### src/rtl/instr_fetch_unit_pkg.sv
// instr_fetch_unit_pkg: shared PCSrc encodings, IR field positions and fetch FSM states
package instr_fetch_unit_pkg;
    localparam logic [1:0] PC_SEQ = 2'b00;
    localparam logic [1:0] PC_BR  = 2'b01;
    localparam logic [1:0] PC_JR  = 2'b10;
    localparam logic [1:0] PC_J   = 2'b11;
    localparam int OP_MSB  = 31;
    localparam int OP_LSB  = 26;
    localparam int RS_MSB  = 25;
    localparam int RS_LSB  = 21;
    localparam int RT_MSB  = 20;
    localparam int RT_LSB  = 16;
    localparam int RD_MSB  = 15;
    localparam int RD_LSB  = 11;
    localparam int SA_MSB  = 10;
    localparam int SA_LSB  = 6;
    localparam int IMM_MSB = 15;
    localparam int TGT_MSB = 25;
    typedef enum logic {F_IDLE, F_REQ} fetch_state_e;
endpackage

### src/rtl/instr_fetch_unit_npc_mux.sv
// instr_fetch_unit_npc_mux: next-PC selection for sequential, branch, jr and j/jal
module instr_fetch_unit_npc_mux
    import instr_fetch_unit_pkg::*;
(
    input  logic [31:0] pc,
    input  logic [31:0] ir,
    input  logic [31:0] rs_data,
    input  logic [1:0]  PCSrc,
    output logic [31:0] next_pc,
    output logic [31:0] pc_plus4
);
    logic [31:0] br_off;
    logic        unused_op;
    assign unused_op = &{1'b0, ir[OP_MSB:OP_LSB]};
    assign pc_plus4  = pc + 32'd4;
    assign br_off    = {{14{ir[IMM_MSB]}}, ir[IMM_MSB:0], 2'b00};
    always_comb begin
        next_pc = PCSrc == PC_SEQ ? pc_plus4 :
                  PCSrc == PC_BR  ? pc_plus4 + br_off :
                  PCSrc == PC_JR  ? rs_data :
                                    {pc_plus4[31:28], ir[TGT_MSB:0], 2'b00};
    end
endmodule

### src/rtl/instr_fetch_unit.sv
// instr_fetch_unit: PC/IR registers, req/ack instruction fetch FSM and sticky error flags
module instr_fetch_unit
    import instr_fetch_unit_pkg::*;
#(
    parameter logic [31:0] RESET_PC = 32'h0000_0000
) (
    input  logic        CLK,
    input  logic        RST,
    input  logic        PCWre,
    input  logic [1:0]  PCSrc,
    input  logic        IRWre,
    input  logic [31:0] rs_data,
    input  logic [31:0] imem_rdata,
    input  logic        imem_ack,
    output logic        imem_req,
    output logic [31:0] imem_addr,
    output logic [31:0] pc,
    output logic [31:0] pc_plus4,
    output logic [31:0] ir,
    output logic [5:0]  opCode,
    output logic [4:0]  rs,
    output logic [4:0]  rt,
    output logic [4:0]  rd,
    output logic [4:0]  sa,
    output logic [15:0] imm16,
    output logic        ir_valid,
    output logic        fetch_stall,
    output logic        misalign_err,
    output logic        proto_err
);
    fetch_state_e state_q, state_d;
    logic [31:0]  pc_q, pc_d, ir_q, ir_d, next_pc;
    logic         ir_valid_q, ir_valid_d, misalign_q, misalign_d, proto_q, proto_d;

    instr_fetch_unit_npc_mux u_npc (
        .pc      (pc_q),
        .ir      (ir_q),
        .rs_data (rs_data),
        .PCSrc   (PCSrc),
        .next_pc (next_pc),
        .pc_plus4(pc_plus4)
    );

    always_comb begin
        state_d    = state_q;
        pc_d       = pc_q;
        ir_d       = ir_q;
        ir_valid_d = ir_valid_q;
        misalign_d = misalign_q;
        proto_d    = proto_q;
        if (state_q == F_IDLE) begin
            if (PCWre) begin
                pc_d       = {next_pc[31:2], 2'b00};
                ir_valid_d = 1'b0;
                misalign_d = misalign_q | (|next_pc[1:0]);
            end else if (IRWre && !ir_valid_q) begin
                state_d = F_REQ;
            end
        end else begin
            // A PC commit mid-fetch would desynchronise IR from PC, so it is dropped and flagged
            proto_d = proto_q | PCWre;
            if (imem_ack) begin
                ir_d       = imem_rdata;
                ir_valid_d = 1'b1;
                state_d    = F_IDLE;
            end
        end
    end

    always_ff @(posedge CLK) begin
        if (!RST) begin
            state_q    <= F_IDLE;
            pc_q       <= RESET_PC;
            ir_q       <= 32'd0;
            ir_valid_q <= 1'b0;
            misalign_q <= 1'b0;
            proto_q    <= 1'b0;
        end else begin
            state_q    <= state_d;
            pc_q       <= pc_d;
            ir_q       <= ir_d;
            ir_valid_q <= ir_valid_d;
            misalign_q <= misalign_d;
            proto_q    <= proto_d;
        end
    end

    assign imem_req     = state_q == F_REQ;
    assign imem_addr    = pc_q;
    assign pc           = pc_q;
    assign ir           = ir_q;
    assign opCode       = ir_q[OP_MSB:OP_LSB];
    assign rs           = ir_q[RS_MSB:RS_LSB];
    assign rt           = ir_q[RT_MSB:RT_LSB];
    assign rd           = ir_q[RD_MSB:RD_LSB];
    assign sa           = ir_q[SA_MSB:SA_LSB];
    assign imm16        = ir_q[IMM_MSB:0];
    assign ir_valid     = ir_valid_q;
    assign fetch_stall  = (state_q == F_IDLE && IRWre && !ir_valid_q) || state_q == F_REQ;
    assign misalign_err = misalign_q;
    assign proto_err    = proto_q;
endmodule
### config.mk
export PLATFORM = sky130hd
export DESIGN_NAME = instr_fetch_unit
export DESIGN_NICKNAME = d
export VERILOG_FILES = /design/src/rtl/instr_fetch_unit_pkg.sv /design/src/rtl/instr_fetch_unit_npc_mux.sv /design/src/rtl/instr_fetch_unit.sv
export SDC_FILE = /design/constraint.sdc
export NUM_CORES = 1
export LEC_CHECK = 0
export CAP_MARGIN = 40
export CORE_MARGIN = 1
export CORE_UTILIZATION = 40
export DETAILED_ROUTE_END_ITERATION = 12
export GPL_TIMING_DRIVEN = 0
export PLACE_DENSITY_LB_ADDON = 0.25
export SLEW_MARGIN = 20
export SYNTH_ARGS = -nofsm -noshare
export SYNTH_HDL_FRONTEND = slang
export SYNTH_SLANG_ARGS = --single-unit
### constraint.sdc
create_clock -name CLK -period 3.65 [get_ports CLK]
set_input_delay 0.365 -clock CLK [delete_from_list [all_inputs] [get_ports CLK]]
set_output_delay 0.365 -clock CLK [all_outputs]
set_load 0.01 [all_outputs]
# Word-level counts from Yosys, hierarchy flattened

Cells that the tools add are included.
Widths: inputs -> output; s select.

Add/subtract/negate cells: 2
Muxes and demuxes: 10
Reduce and logical (&&, ||, !) cells: 11
Eq/ne operators: 3
Bitwise operators: 3

Operators with widths:

| cell                  | count |
|---|---|
| $mux 32               | 3 |
| $add 32x3->32 const B | 1 |
| $add 32x32->32        | 1 |
| $mux 1                | 7 |
| $reduce_and 2->1      | 3 |
| $logic_and 1x1->1     | 3 |
| $eq 2x1->1 const B    | 1 |
| $eq 2x2->1 const B    | 1 |
| $logic_not 2->1       | 1 |
| $ne 2x2->1 const B    | 1 |
| $or 1x1->1            | 2 |
| $reduce_bool 2->1     | 1 |
| $reduce_or 2->1       | 1 |
| $logic_not 1->1       | 1 |
| $logic_or 1x1->1      | 1 |
| $not 1->1             | 1 |

Output and inout bits: 175
Input port bits: 71
Register bits: 66

# Longest topological paths before layout

Gate-level depths: netlist (run 1).

Word-level depth: 6
Depth in mapped cells: 18

# By module

Synthesis (run 1) repeated with hierarchy kept, for this count alone.

Cell total of the unflattened synthesis: 724
Area, all modules: 5921.9 µm²

Modules (own cells, without submodules):

| module                   | cells each | area an instance (µm²) | times used |
|---|---|---|---|
| instr_fetch_unit         | 366        | 3070.4                 | 1 |
| instr_fetch_unit_npc_mux | 358        | 2851.5                 | 1 |

# Least setup slack after synthesis (run 1)

No wires, ideal clock.

Kind: register -> register
From: register pc_q[4], in the netlist imem_addr[4]
To: register pc_q[22], in the netlist imem_addr[22]
Period minus slack after synthesis: 3.807 ns
Setup slack: -0.157 ns
Cell stages (with the launch flop): 18
Arrival: 3.690 ns
Cell sequence: dfxtp_1 -> and4_1 -> and3_1 -> clkbuf_1 -> nand2_1 -> nor2_1 -> nand4_1 -> or2_2 -> nand2_1 -> ha_1 -> a21oi_1 -> nor2_1 -> a211oi_1 -> o21ai_0 -> a31o_1 -> xor2_1 -> mux4_2 -> a22o_1

Cells in the longest elaborated chain, start to end: 4

RTL lines:

| item                   | line                           | source |
|---|---|---|
| start, declared        | instr_fetch_unit.sv:32         | `logic [31:0] pc_q, pc_d, ir_q, ir_d, next_pc;` |
| start signal, assigned | instr_fetch_unit.sv:80         | `pc_q <= pc_d;` |
| $add 32x3->32          | instr_fetch_unit_npc_mux.sv:15 | `assign pc_plus4 = pc + 32'd4;` |
| via pc_plus4[19]       | instr_fetch_unit.sv:18         | `output logic [31:0] pc_plus4,` |
| $add 32x32->32         | instr_fetch_unit_npc_mux.sv:19 | `PCSrc == PC_BR ? pc_plus4 + br_off :` |
| $mux 32                | instr_fetch_unit_npc_mux.sv:19 |  |
| $mux 32                | instr_fetch_unit_npc_mux.sv:18 | `next_pc = PCSrc == PC_SEQ ? pc_plus4 :` |

The timed path passes the listed nets, and every way through them passes these cells.
A chain may end at the register's enable or synchronous reset.

# Worst setup path in the final report (run 1)

From: register pc_q[5], in the netlist imem_addr[5]
To: register pc_q[29], in the netlist imem_addr[29]

Cells in the longest elaborated chain, start to end: 4

RTL lines:

| item                                      | line |
|---|---|
| $add 32x3->32 (*)                         | instr_fetch_unit_npc_mux.sv:15 |
| $add 32x32->32 or $mux 32 (tied branches) | instr_fetch_unit_npc_mux.sv:19, instr_fetch_unit_npc_mux.sv:20 |
| $mux 32                                   | instr_fetch_unit_npc_mux.sv:19 |
| $mux 32 (*)                               | instr_fetch_unit_npc_mux.sv:18 |

Mark *: on every way between the ends. The rest lies on a longest branch, timed or not.

==> flow_metrics.py, run 1 <==
metrics = {
    "synthesis": {
        "yosysSeqAreaShare_pct": 22.57,
        "netlist_area_sq_mm": 0.005854,
        "synth_enable_flop_cells": 0,
        "ys_ff_latch": 66,
        "synthFlopType": "dfxtp_1",
        "syn_inst": 749,
        "syn_area_per_cell_sq_um": 7.816,
        "async_reset_ff_share_pct": 0,
        "yosys_warnings": 0,
        "synth.distinct_cells": 59,
    },
    "detailed_routing": {
        "wire_per_inst_um": 18.36,
        "drc_errors": 0,
        "drt_wl_total_um": 21970,
        "firstDrtPassIters": 7,
        "drt_iter0_drc": 530,
        "vias": 6647,
        "postRouteAntennaNets": 0,
        "viasPerCell": 5.553,
    },
    "global_routing": {
        "grt_use_total_pct": 29.17,
        "grt_max_degree": 15,
        "antenna_found_initial": 0,
        "grt_pass1_vias": 6255,
        "grt_overflow": 0,
        "grt_pass1_wl_um": 33420,
    },
    "floorplan": {
        "coreArea_sq_mm": 0.01410,
        "die_h_um": 123.0,
        "start_util_pct": 41.53,
        "row_count": 43,
        "dieArea_sq_mm": 0.01512,
        "fp.dieW_um": 123.0,
        "io_pins": 246,
    },
    "worst_hold_path": {
        "hold_path_class": "reg -> reg",
    },
    "placed_design": {
        "gp_congestion": 0.9581,
        "port_buffers": 237,
        "dp_hpwl_um": 16830,
        "dp_cells": 1173,
    },
    "cts": {
        "clock_latency_ns": 0.34,
        "cts_tree": "done",
        "cts-root-buf": "clkbuf_16",
        "clock-sinks": 66,
        "clk_pin_slew_ns": 0.06,
        "cts_hold_buf": 0,
        "htreeDepth": 3,
        "cts_buffer_depth": 2,
        "cts_inserted_buffers": 9,
    },
    "sta": {
        "fin_crit_ns": 3.576,
        "report.final.hold_viol_count": 0,
        "setup_violations": 0,
        "holdWs_ns": 0.4685,
        "finalMaxSlewViolations": 0,
        "max_freq_mhz": 279.6,
        "maxSlewHeadroom_pct": 41.26,
        "worstMarginPinSlew_ns": 0.8811,
        "finClkSkew_ns": 0.008596,
        "fin_crit_sh_pct": 97.98,
    },
    "pwr": {
        "peakVddDrop_v": 0.0002278,
        "p_per_area_mw_per_mm2": 257.6,
        "p_comb_share_pct": 30.7,
        "p_int_mw": 1.653,
        "p_sw_mw": 0.7253,
        "leakage_nw": 3.795,
        "pwr-share-seq_pct": 34.5,
        "clkPwrFrac_pct": 34.8,
        "power_switching_share_pct": 30.49,
    },
    "worst_setup_path": {
        "arrival_ns": 3.80,
        "reg2reg_setup_slack_ns": 0.07,
        "worstSetupEndpointType": "flip-flop",
        "crit_path_cell_trace": "and4_4 > and3_4 > nand2_4 > nor2_4 > nand2_1 > xnor2_2 > ha_4 > nor2b_1 > or4_1 > nor3_4 > o21ai_2 > a41oi_2 > xnor2_1 > a2111oi_2 > nor2_1",
        "crit_fanout": 7,
        "path_buf_inv": 0,
        "slowest_stage": "or4_1",
        "startpoint_type": "flip-flop",
        "path_class": "reg -> reg",
        "max_stage_delay_ns": 0.45,
        "path_delay_family": "simple AND/OR/NAND/NOR gates",
        "cp.required_ns": 3.87,
    },
    "run_status": {
        "status": "complete, no violations",
    },
    "cells_and_area": {
        "nNetsFinal": 1121,
        "area_growth_pct": 57.70,
        "fillers": 1249,
        "diodes": 0,
        "final_cells": 1197,
        "drive_gt1_share_pct": 18.88,
    },
    "job": {
        "maxCapViolCount": 0,
    },
}
[cells by family (layout without fill, tap and decap cells)]
logic type / count (synthesis) / count (layout) / synth area share (%)
AND/OR/NAND/NOR: 237 / 237 / 18.66
buffers and inverters: 128 / 391 / 13.23
adder cells (fa/ha/maj): 37 / 37 / 8.036
XOR/XNOR: 50 / 50 / 7.480
other: 1 / 6 / 0.06405
flip-flops: 66 / 66 / 22.57
multiplexers: 25 / 25 / 6.732
AO/OA/AOI/OAI: 205 / 205 / 23.23
[Yosys cell counts, drive strengths merged, types with 3 or more instances]
master	count	area share [%]
a2111oi	3	0.45
a211oi	5	0.64
a21boi	41	5.3
a21o	19	2.4
a21oi	50	4.3
a221oi	4	0.71
a22o	4	0.60
a31oi	4	0.43
and2	6	0.64
and3	9	0.96
and4	4	0.60
buf	85	10
clkbuf	28	1.8
dfxtp	66	23
ha	36	7.7
inv	15	0.96
mux2	5	0.96
mux2i	9	1.5
mux4	11	4.2
nand2	116	7.4
nand2b	7	0.75
nand3	19	1.6
nand4	14	1.5
nor2	36	2.3
nor2b	7	0.75
nor3	11	1.1
o211ai	3	0.38
o21a	7	0.90
o21ai	39	3.3
o21bai	4	0.51
o221ai	3	0.45
o22ai	3	0.32
xnor2	35	5.2
xor2	15	2.2
[routing by layer]
| layer | vias to the layer above | GRT usage [%] | share of wire [%] |
|---|---|---|---|
| li1 | 3113 | - | - |
| met1 | 3092 | 36.71 | 40 |
| met2 | 377 | 47.61 | 46 |
| met3 | 65 | 6.042 | 10 |
| met4 | 0 | 13.86 | 3.8 |
| met5 | - | 0 | 0 |
[cell usage in the layout, fill, tap and decap left out, drive strengths merged, types with 9 or more instances in the layout]
cell type	instances
clkdlybuf4s50	237
buf	98
nor3	11
nand4	14
nor2	36
dfxtp	66
a21oi	50
mux4	11
xnor2	35
a21o	19
ha	36
inv	15
o21ai	39
mux2i	9
a21boi	41
nand2	116
and3	9
nand3	19
clkbuf	39
xor2	15
[through the flow]
stage               setup WS, ns  cell area, sq um  setup TNS, ns  power, mW  util [%]
global route           -0.009746              9233       -0.02431      2.469     65.50
floorplan               0.007592              5889              0      1.169         -
CTS                    0.0007474              8995              0      2.360     63.81
finish                   0.07380              9233              0      2.379     65.50
detailed placement       -0.5564              8513         -2.629      1.523     60.39
global placement         -0.4476              8487         -2.326      1.515     60.21
[registers in the layout, indices dropped and copies added, names as in the netlist]
name	cells
imem_addr	30
imem_req	1
ir	32
ir_valid	1
misalign_err	1
proto_err	1
[power groups by stage]
stage	Combinational, mW	Sequential [mW]	Clock, mW
2_1_floorplan	0.339	0.830	0
3_3_place_gp	0.681	0.834	0
3_5_place_dp	0.690	0.833	0
4_1_cts	0.707	0.819	0.834
5_1_grt	0.782	0.828	0.859
6_report	0.729	0.822	0.828
[area by class of cell]
cell class / count / area, sq um / share of cell area, %
Multi-Input combinational cell: 560 / 4126 / 44.69
Timing Repair Buffer: 251 / 2489 / 26.95
Sequential cell: 66 / 1354 / 14.66
Buffer: 110 / 709.4 / 7.684
Clock buffer: 13 / 260.3 / 2.819
Tap cell: 180 / 225.2 / 2.439
Inverter: 15 / 56.30 / 0.6098
Clock inverter: 2 / 12.51 / 0.1355
[repair_timing]
item	CTS	global route
buffers inserted	8	4
setup endpoints to repair	13	13
gates resized for setup	37	41
gates cloned	0	0
pin swaps	8	12
endpoints found under the hold margin	0	0
[final timing paths]
check,from,end,cells after the start
max,imem_addr[5],imem_addr[29],15
min,misalign_err,misalign_err,1
max reg2reg,imem_addr[5],imem_addr[29],15
min reg2reg,misalign_err,misalign_err,1
Power figures use the tool's default switching activity.
==> run 2, diff against run 1 <==
--- a/config.mk
+++ b/config.mk
@@ -6,11 +6,14 @@
 export NUM_CORES = 1
 export LEC_CHECK = 0
 export CAP_MARGIN = 40
+export CORE_ASPECT_RATIO = 1.5
 export CORE_MARGIN = 1
 export CORE_UTILIZATION = 40
 export DETAILED_ROUTE_END_ITERATION = 12
 export GPL_TIMING_DRIVEN = 0
+export MAX_ROUTING_LAYER = met4
 export PLACE_DENSITY_LB_ADDON = 0.25
+export SKIP_CTS_REPAIR_TIMING = 1
 export SLEW_MARGIN = 20
 export SYNTH_ARGS = -nofsm -noshare
 export SYNTH_HDL_FRONTEND = slang
==> flow_metrics.py, run 2 (synthesis results as in run 1) <==
metrics = {
    "run_status": {
        "status": "complete, no violations",
    },
    "floorplan": {
        "die_h_um": 150.2,
        "start_util_pct": 41.45,
        "fp.dieW_um": 100.8,
        "dieArea_sq_mm": 0.01513,
        "io_pins": 246,
        "row_count": 53,
        "coreArea_sq_mm": 0.01412,
    },
    "detailed_routing": {
        "vias": 6525,
        "firstDrtPassIters": 5,
        "drc_errors": 0,
        "drt_iter0_drc": 282,
        "wire_per_inst_um": 17.86,
        "viasPerCell": 5.353,
        "postRouteAntennaNets": 0,
        "drt_wl_total_um": 21780,
    },
    "worst_setup_path": {
        "cp.required_ns": 3.87,
        "worstSetupEndpointType": "flip-flop",
        "crit_fanout": 6,
        "reg2reg_setup_slack_ns": 0.15,
        "max_stage_delay_ns": 0.44,
        "cpMostUsedCell": "nand2_2",
        "slowest_stage": "or4_4",
        "path_buf_inv": 0,
        "crit_path_cell_trace": "and4_4 > nand2_2 > nor2_4 > nand2_2 > xnor2_2 > ha_4 > a21oi_1 > nor2b_1 > or4_4 > nor3_4 > o21ai_4 > a41oi_2 > xnor2_1 > a2111oi_2 > nor2_1",
        "path_delay_family": "simple AND/OR/NAND/NOR gates",
        "startpoint_type": "flip-flop",
        "path_class": "reg -> reg",
        "arrival_ns": 3.72,
    },
    "placed_design": {
        "port_buffers": 237,
        "dp_hpwl_um": 16960,
        "gp_congestion": 0.9285,
    },
    "global_routing": {
        "grt_overflow": 0,
        "grt_pass1_wl_um": 31970,
        "grt_max_degree": 18,
        "antenna_found_initial": 0,
        "grt_pass1_vias": 6164,
        "grt_use_total_pct": 28.44,
    },
    "cts": {
        "cts_inserted_buffers": 9,
        "clock-sinks": 66,
        "cts_buffer_depth": 2,
        "cts_tree": "done",
        "cts-root-buf": "clkbuf_16",
        "clock_latency_ns": 0.33,
        "clk_pin_slew_ns": 0.06,
        "htreeDepth": 3,
    },
    "sta": {
        "maxSlewHeadroom_pct": 43.38,
        "max_freq_mhz": 286.0,
        "setup_violations": 0,
        "worstMarginPinSlew_ns": 0.8493,
        "fin_crit_sh_pct": 95.79,
        "rsz0062_at_grt": "yes",
        "finalMaxSlewViolations": 0,
        "fin_setup_tns_ns": 0,
        "finClkSkew_ns": 0.008225,
        "report.final.hold_viol_count": 0,
        "fin_crit_ns": 3.496,
    },
    "cells_and_area": {
        "final_core_util_pct": 66.81,
        "diodes": 0,
        "area_growth_pct": 61.19,
        "largest_reg_flops": 32,
        "nNetsFinal": 1130,
        "final_cell_mix": "237 x clkdlybuf4s50_1, 111 x nand2_1, 97 x buf_4",
        "drive_gt1_share_pct": 20.16,
        "final_common_cell": "clkdlybuf4s50_1",
    },
    "job": {
        "maxCapViolCount": 0,
    },
    "worst_hold_path": {
        "hold_path_class": "reg -> reg",
    },
    "pwr": {
        "peakVddDrop_v": 0.0002321,
        "p_per_area_mw_per_mm2": 282.3,
        "leakage_nw": 3.879,
    },
}
[run 2: cell count changes in the layout (fill, tap and decap cells not counted), moves of 2 or more]
cell,before,now
clkinv_4,0,2
buf_4,90,97
dfxtp_2,8,6
o21ai_1,2,4
bufinv_16,0,4
dfxtp_4,6,8
o21ai_0,36,34
[run 2: final timing paths]
path	startpoint	end	cells past startpoint
setup / recovery	imem_addr[10]	imem_addr[29]	15
hold / removal	misalign_err	misalign_err	1
setup reg to reg	imem_addr[10]	imem_addr[29]	15
hold reg to reg	misalign_err	misalign_err	1
[run 2: area by class of cell]
type / count / area [sq um]
buffer: 111 / 713.2
clock buffer: 10 / 239.0
clock inverter: 6 / 137.6
fill: 1211 / 4688
inverter: 15 / 56.30
multi-input combinational: 560 / 4139
sequential: 66 / 1359
tap: 192 / 240.2
timing repair buffer: 259 / 2552
[run 2: layer usage]
layer | global-route usage (%) | part of all wire [%]
met1 | 30.89 | 38
met3 | 4.318 | 6.2
met5 | - | 0
met4 | 10.36 | 3.4
met2 | 51.85 | 53
[run 2: report_power, final]
part	switching [mW]	internal [mW]
clock	0.354	0.758
combinational	0.325	0.411
sequential	0.0622	0.754
[run 2: through the flow]
stage          cell area (sq um)  hold WS [ns]  power, mW  std cells  setup slack (ns)
2_1_floorplan               5889        0.4966      1.169        754          0.007592
3_3_place_gp                8502        0.4497      1.514       1183           -0.6560
3_5_place_dp                8517        0.4589      1.521       1184           -0.6017
4_1_cts                     8894        0.4708      2.619       1200           -0.6290
5_1_grt                     9437        0.4956      2.752       1219          -0.02914
6_report                    9437        0.4710      2.664       1219            0.1538
==> run 3, diff against run 2 <==
--- a/config.mk
+++ b/config.mk
@@ -5,16 +5,15 @@
 export SDC_FILE = /design/constraint.sdc
 export NUM_CORES = 1
 export LEC_CHECK = 0
-export CAP_MARGIN = 40
 export CORE_ASPECT_RATIO = 1.5
 export CORE_MARGIN = 1
 export CORE_UTILIZATION = 40
 export DETAILED_ROUTE_END_ITERATION = 12
 export GPL_TIMING_DRIVEN = 0
+export HOLD_SLACK_MARGIN = 0.15
 export MAX_ROUTING_LAYER = met4
 export PLACE_DENSITY_LB_ADDON = 0.25
 export SKIP_CTS_REPAIR_TIMING = 1
-export SLEW_MARGIN = 20
 export SYNTH_ARGS = -nofsm -noshare
 export SYNTH_HDL_FRONTEND = slang
 export SYNTH_SLANG_ARGS = --single-unit
==> flow_metrics.py, run 3 (synthesis results as in run 1) <==
metrics = {
    "run_status": {
        "status": "complete, no violations",
    },
    "worst_setup_path": {
        "reg2reg_setup_slack_ns": 0.09,
        "r2r-start": "imem_addr[5]",
        "slowest_stage": "mux4_2",
        "r2r_end": "imem_addr[22]",
        "worstSetupEndpointType": "flip-flop",
        "startpoint_type": "flip-flop",
        "max_stage_delay_ns": 0.48,
        "crit_fanout": 5,
        "crit_path_cell_trace": "and4_4 > and3_4 > nand2_4 > nor2_4 > nand2_1 > xnor2_2 > buf_4 > ha_1 > a21oi_1 > o21a_1 > o21ai_0 > a31o_2 > xor2_1 > mux4_2 > a22o_1",
        "r2r_cells": 15,
        "crit_end": "imem_addr[22]",
        "arrival_ns": 3.79,
        "cp.required_ns": 3.88,
        "path_class": "reg -> reg",
        "crit_start": "imem_addr[5]",
    },
    "global_routing": {
        "grt_pass1_vias": 6209,
        "grt_pass1_wl_um": 32000,
        "grt_max_degree": 26,
        "grt_overflow": 0,
        "antenna_found_initial": 0,
        "grt_use_total_pct": 28.61,
    },
    "placed_design": {
        "gp_congestion": 0.9285,
        "dpl_worst_slack_ns": -0.6242,
        "port_buffers": 237,
        "dp_hpwl_um": 17000,
    },
    "cells_and_area": {
        "area_growth_pct": 61.19,
        "nNetsFinal": 1133,
        "largest_reg_flops": 32,
        "final_common_cell": "clkdlybuf4s50_1",
        "diodes": 0,
        "drive_gt1_share_pct": 20.29,
        "final_cell_mix": "237 x clkdlybuf4s50_1, 112 x nand2_1, 103 x buf_4",
    },
    "floorplan": {
        "dieArea_sq_mm": 0.01513,
        "start_util_pct": 41.45,
        "io_pins": 246,
        "fp.dieW_um": 100.8,
        "die_h_um": 150.2,
        "coreArea_sq_mm": 0.01412,
        "row_count": 53,
    },
    "sta": {
        "setup_ws_ns": 0.08865,
        "fin_crit_ns": 3.561,
        "worstMarginPinSlew_ns": 1.372,
        "maxSlewHeadroom_pct": 8.396,
        "max_freq_mhz": 280.8,
        "holdWs_ns": 0.4723,
        "rsz0062_at_grt": "yes",
        "fin_crit_sh_pct": 97.57,
        "report.final.hold_viol_count": 0,
        "finClkSkew_ns": 0.004415,
        "finalMaxSlewViolations": 0,
        "setup_violations": 0,
    },
    "worst_hold_path": {
        "hold_path_class": "reg -> reg",
    },
    "detailed_routing": {
        "drt_wl_total_um": 22090,
        "firstDrtPassIters": 5,
        "viasPerCell": 5.402,
        "drt_iter0_drc": 395,
        "wire_per_inst_um": 18.08,
        "vias": 6601,
        "drc_errors": 0,
        "postRouteAntennaNets": 0,
    },
    "cts": {
        "cts_inserted_buffers": 9,
        "cts-root-buf": "clkbuf_16",
        "clock-sinks": 66,
        "cts_buffer_depth": 2,
        "htreeDepth": 3,
        "clock_latency_ns": 0.34,
        "clk_pin_slew_ns": 0.06,
        "cts_tree": "done",
    },
    "pwr": {
        "peakVddDrop_v": 0.0002266,
        "total_power_mw": 2.599,
        "p_per_area_mw_per_mm2": 275.4,
        "leakage_nw": 3.916,
    },
    "job": {
        "maxCapViolCount": 0,
    },
}
run 3: changes by cell type in the layout (fill, tap and decap cells not counted), sizes merged:
cell | previous run | this run
buf | 106 | 110
bufinv | 4 | 3
clkbuf | 37 | 36
inv | 15 | 16
run 3: worst min path at each step:
| stage | depth (start not counted) | endpoint | from | slack (ns) |
|---|---|---|---|---|
| 6_report | 1 | misalign_err | misalign_err | 0.47 |
| 3_5_place_dp | 1 | misalign_err | misalign_err | 0.46 |
| 2_1_floorplan | 2 | imem_addr[3] | imem_addr[3] | 0.50 |
| 3_3_place_gp | 1 | misalign_err | misalign_err | 0.45 |
| 5_1_grt | 1 | misalign_err | misalign_err | 0.50 |
| 4_1_cts | 1 | misalign_err | misalign_err | 0.47 |
run 3: routing by layer:
metal	track usage [%]	vias up	routed length, um
met3	3.900	47	1279
met5	-	-	0
met4	11.81	0	614
li1	-	3132	-
met2	51.88	292	11830
met1	31.06	3130	8365
run 3: layout make-up:
class,count,area [sq um]
repair buffers,263,2580
clock buffers,10,239.0
plain buffers,110,709.4
flip-flops and latches,66,1358
inverters,15,56.30
clock inverters,6,112.6
well taps,192,240.2
fillers,1238,4688
multi-input cells,560,4141
run 3: critical path: cells and delay by family, from the launching register on:
kind / cells / cell delay [ns]
adders and majority gates: 1 / 0.25
xor gates and xnor gates: 2 / 0.39
AOI/OAI and AO/OA: 5 / 0.96
and+or+nand+nor: 5 / 0.82
DFF: 1 / 0.37
buffers and inverters: 1 / 0.17
muxes: 1 / 0.48
run 3: stage by stage:
| stage | TNS, ns | cells | cell area, sq um | utilization [%] |
|---|---|---|---|---|
| floorplan | 0 | 754 | 5889 | - |
| global placement | -3.923 | 1183 | 8502 | 60.19 |
| finish | 0 | 1222 | 9437 | 66.81 |
| global route | -0.3204 | 1222 | 9437 | 66.81 |
| CTS | -4.634 | 1199 | 8853 | 62.68 |
| detailed placement | -4.168 | 1183 | 8502 | 60.19 |
run 3: power by group:
group          internal [mW]  switching, mW  leakage [nW]  total, mW
combinational          0.411          0.324          3.20      0.735
sequential             0.753         0.0641         0.545      0.817
clock                  0.689          0.358         0.173       1.05
total                   1.85          0.746          3.92       2.60
